--- src/rtl/data_write_buffer.sv ---
// Posted-write FIFO between the CPU data port and data memory.
// Stores are accepted in one cycle and drained in the background; loads that hit a pending store stall until it drains.
module data_write_buffer #(
  parameter int unsigned DEPTH = 4
) (
  input  logic        clk,
  input  logic        reset,
  input  logic [31:0] cpu_address,
  input  logic        cpu_write,
  input  logic        cpu_read,
  input  logic [31:0] cpu_writedata,
  input  logic [3:0]  cpu_byteenable,
  output logic [31:0] cpu_readdata,
  output logic        cpu_waitrequest,
  output logic [31:0] mem_address,
  output logic        mem_write,
  output logic        mem_read,
  output logic [31:0] mem_writedata,
  output logic [3:0]  mem_byteenable,
  input  logic [31:0] mem_readdata,
  input  logic        mem_waitrequest,
  output logic        buffer_empty,
  output logic        protocol_error
);

  localparam int unsigned PW = $clog2(DEPTH);

  logic [29:0]   addr_q [DEPTH];
  logic [31:0]   data_q [DEPTH];
  logic [3:0]    be_q   [DEPTH];

  logic [PW-1:0] head_q, head_d;
  logic [PW-1:0] tail_q, tail_d;
  logic [PW:0]   count_q, count_d;
  logic          perr_q, perr_d;

  logic          rd, wr_req, hit, load_miss, full, drain, push, pop;
  logic [PW-1:0] offs;

  // Byte offset bits of the CPU address are meaningless for word accesses.
  logic unused_addr_lsb;
  assign unused_addr_lsb = ^cpu_address[1:0];

  // An entry is live when its distance from head is below count.
  always_comb begin
    hit  = 1'b0;
    offs = '0;
    for (int unsigned i = 0; i < DEPTH; i++) begin
      offs = PW'(i) - head_q;
      if (({1'b0, offs} < count_q) && (addr_q[i] == cpu_address[31:2]))
        hit = 1'b1;
    end
  end

  // A simultaneous read and write is served as a load only.
  always_comb begin
    rd        = ~reset & cpu_read;
    wr_req    = ~reset & cpu_write & ~cpu_read;
    load_miss = rd & ~hit;
    full      = (count_q == (PW+1)'(DEPTH));
    drain     = ~reset & ~load_miss & (count_q != '0);
    push      = wr_req & ~full;
    pop       = drain & ~mem_waitrequest;
  end

  always_comb begin
    mem_read        = load_miss;
    mem_write       = drain;
    mem_address     = '0;
    mem_writedata   = '0;
    mem_byteenable  = '0;
    cpu_readdata    = '0;
    cpu_waitrequest = 1'b0;
    if (load_miss) begin
      mem_address  = {cpu_address[31:2], 2'b00};
      cpu_readdata = mem_readdata;
    end else if (drain) begin
      mem_address    = {addr_q[head_q], 2'b00};
      mem_writedata  = data_q[head_q];
      mem_byteenable = be_q[head_q];
    end
    if (rd)
      cpu_waitrequest = hit | mem_waitrequest;
    else if (wr_req)
      cpu_waitrequest = full;
  end

  assign buffer_empty   = (count_q == '0);
  assign protocol_error = perr_q;

  always_comb begin
    head_d  = head_q + PW'(pop);
    tail_d  = tail_q + PW'(push);
    count_d = count_q + (PW+1)'(push) - (PW+1)'(pop);
    perr_d  = perr_q | (cpu_read & cpu_write);
  end

  always_ff @(posedge clk or posedge reset) begin
    if (reset) begin
      head_q  <= '0;
      tail_q  <= '0;
      count_q <= '0;
      perr_q  <= 1'b0;
    end else begin
      head_q  <= head_d;
      tail_q  <= tail_d;
      count_q <= count_d;
      perr_q  <= perr_d;
    end
  end

  always_ff @(posedge clk) begin
    if (push) begin
      addr_q[tail_q] <= cpu_address[31:2];
      data_q[tail_q] <= cpu_writedata;
      be_q[tail_q]   <= cpu_byteenable;
    end
  end

endmodule

--- config.mk ---
export PLATFORM = sky130hd
export DESIGN_NAME = data_write_buffer
export DESIGN_NICKNAME = d
export VERILOG_FILES = /design/src/rtl/data_write_buffer.sv
export SDC_FILE = /design/constraint.sdc
export NUM_CORES = 1
export LEC_CHECK = 0
export BUFFER_PORTS_ARGS = -buffer_cell sky130_fd_sc_hd__buf_2
export CORE_MARGIN = 2
export CORE_UTILIZATION = 50
export DETAILED_ROUTE_END_ITERATION = 16
export GPL_TIMING_DRIVEN = 0
export PLACE_DENSITY_LB_ADDON = 0.25
export SYNTH_ARGS = -nofsm -noshare
export SYNTH_HDL_FRONTEND = slang
export SYNTH_SLANG_ARGS = --single-unit
export TNS_END_PERCENT = 100
--- constraint.sdc ---
create_clock -name clk -period 7.5 [get_ports clk]
set_input_delay 1.875 -clock clk [delete_from_list [all_inputs] [get_ports clk]]
set_output_delay 1.875 -clock clk [all_outputs]
set_load 0.02 [all_outputs]
==> results.txt <==
outcome -> finished clean
kind of critical path -> flop to output port
final setup violation count -> 0
DRT Pass-1 Iters -> 5
Power Dens Cells -> 302 nW/um2
Worst-path clk slew -> 0.06 ns
clk_skew -> 0.0109 ns
Leak -> 0.00578 uW
Slew HR -> 0.228
# rows -> 58
Logic pwr share -> 0.314
nature of the critical path endpoint -> output port
core area -> 25200 um2
Fmax -> 143 MHz
post-place setup slack -> 0.622 ns
Max VDD drop -> 233 uV
Critical Path RT -> 5.62 ns
CTS H-tree depth -> 1
Yosys warning count -> 0
vias in the first global route -> 7439
DP Cell Count -> 1300
share of the synthesized area in the top cell type -> 0.617
Final period util -> 0.936
# hold bufs at CTS -> 0
non-filler instance count after layout -> 1355
Setup crit start kind -> flop
GRT Total Usage -> 0.224
max-cap violations -> 0
largest net degree at the start of global routing -> 44
WL/cell -> 22.2 um
HP Class -> flop to flop
average cell area after synthesis -> 17.0 um2
NetSw -> 1390 uW
worst slew pin tran -> 1.16 ns
Worst R2R Setup Slack -> 2.28 ns
Distinct cells, synth -> 37
post-route ant nets -> 0
Clk pwr share -> 0.295
antenna violations before repair -> 6
Worst-Skew Late Latency -> 0.55 ns
sequential-to-total area share from yosys stat -> 0.633
share of layout cells above drive strength 1 -> 0.395
Via-to-Cell Ratio -> 5.50
internal power -> 3260 uW
max incr delay on CP -> 0.66 ns
PnR worst setup slack -> 0.483 ns
hold depth -> 1
Synth area leaders -> edfxtp_1 (62%), mux4_2 (12%), xor2_1 (7.4%)
top sig layer -> met5
Starting Density -> 0.510
final worst path period need -> 7.02 ns
Clock Sinks -> 272
met2 WL -> 14500 um
root buf cell -> clkbuf_16
WL final -> 30100 um
crit-path max FO -> 10
CTS tree -> done
Final Hold Fails -> 0
routed length on met1 -> 12400 um
sequential power share -> 0.392
CP Cell Sequence -> clkbuf_1 > buf_1 > buf_1 > xnor2_1 > inv_1 > ha_1 > inv_1 > o2111ai_1 > a2111oi_1 > nor4_4 > and2_1 > buf_6 > buf_2 > nor3b_1 > buf_2
ys async rst share -> 0.0294
Synth Instances -> 755
mapped cell area -> 12800 um2
Synth Register Bits -> 272
Die Ht -> 164 um
worst r2r path cells -> 19
top-count cell post-synth -> edfxtp_1
Synth top cells by count -> edfxtp_1 (264), xor2_1 (109), mux4_2 (66)
P&R area growth vs syn -> 20.1%
NumNets Final -> 1113
DR DRC count -> 0
met3 routed WL -> 2520 um
Placer Congestion -> 0.846
RSZ-0062 raised after global routing -> no
initial DRC count -> 561
leading area contributor after synthesis -> edfxtp_1
Post-synth EDFFs -> 264
dominant synthesized flop cell -> edfxtp_1
Post-Route Utilization -> 0.613
clock buffer count from CTS -> 29
maximum clock path buffer count -> 3
Die X-Extent -> 164 um
CP arrival -> 5.14 ns
worst hold slack -> 0.451 ns
gr ovfl total -> 0
slowest CP cell -> buf_1
die area -> 27000 um2
IO Pins -> 210
Port Buffer Count -> 205
DP HPWL -> 21100 um
Net Sw Frac -> 0.299
first-pass GRT wire length -> 44200 um
via count -> 7459
Pins Over Slew Limit -> 0
==> what timing repair did <==
| action | in CTS | in global routing |
|---|---|---|
| setup endpoints to repair | 0 | 30 |
| gates resized for setup | 0 | 1 |
| buffers inserted | 0 | 0 |
==> final timing paths <==
kind                                           from                  endpoint
max                             head_q[1]$_DFF_PP0_         mem_writedata[16]
min                        protocol_error$_DFF_PP0_  protocol_error$_DFF_PP0_
max reg2reg                     head_q[1]$_DFF_PP0_      count_q[2]$_DFF_PP0_
min reg2reg                protocol_error$_DFF_PP0_  protocol_error$_DFF_PP0_
max in group asynchronous                     reset       tail_q[1]$_DFF_PP0_
min in group asynchronous                     reset      count_q[2]$_DFF_PP0_
==> placed cells by master (no fill, tap or decap), drive strengths merged, types with 5 or more instances in the layout <==
cell type  count
edfxtp       264
buf          259
xor2         109
mux4          66
clkbuf        63
nor3b         37
and3          33
nor2b         31
mux2          30
nor4          25
xnor2         17
inv           14
clkinv        11
dfrtp          8
ha             6
nor2           6
nor3           5
a2111oi        5
==> per-stage QoR <==
stage	total power, uW	instance area (um2)	setup TNS, ns
detailed placement	3330	14500	0
floorplan	2900	12900	0
global route	4860	15400	0
finish	4660	15400	0
CTS	4700	15400	0
global placement	3300	14300	-125.22
==> power groups by stage <==
stage	combinational, uW	clock (uW)	sequential [uW]
after CTS	1480	1400	1820
after global routing	1580	1450	1830
after detailed placement	1470	0	1860
final	1460	1370	1820
after floorplan	1050	0	1840
after global placement	1440	0	1860
==> per-layer routing <==
metal  up-vias  GRT usage
li1       3395          -
met3        47     0.0553
met1      3705      0.306
met4         8     0.0482
met2       304      0.367
met5         -          0
==> state kept, by name, summed over array words and instances (netlist names) <==
signal / flops
head_q: 2
be_q: 16
count_q: 3
data_q: 128
tail_q: 2
protocol_error: 1
addr_q: 120
==> cell families after synthesis <==
family                     count (synthesis)  synth area share
DFF                                      272             0.633
and+or+nand+nor                          151            0.0765
xor gates and xnor gates                 126            0.0859
muxes                                     96             0.151
buffers and inverters                     84            0.0343
AOI/OAI and AO/OA                         18            0.0121
adders and majority gates                  7           0.00740
other                                      1          0.000292
==> critical path, delay by kind of cell, from the launching register on <==
family / cells / cell delay [ns]
buffers and inverters: 8 / 2.26
AO/OA/AOI/OAI: 2 / 0.79
AND/OR/NAND/NOR: 3 / 0.74
flip-flops: 1 / 0.36
XOR/XNOR: 1 / 0.25
adder cells (fa/ha/maj): 1 / 0.19
==> cell type report <==
type                       instances  area [um2]
antenna                            2        5.00
multi-input combinational        400        4320
timing repair buffer             214        1210
fill                            1887        9750
tap                              330         413
buffer                            71         392
clock inverter                    16         156
sequential                       272        8130
clock buffer                      37         756
inverter                          13        48.8
No activity file was read; power rests on OpenSTA's default activity.
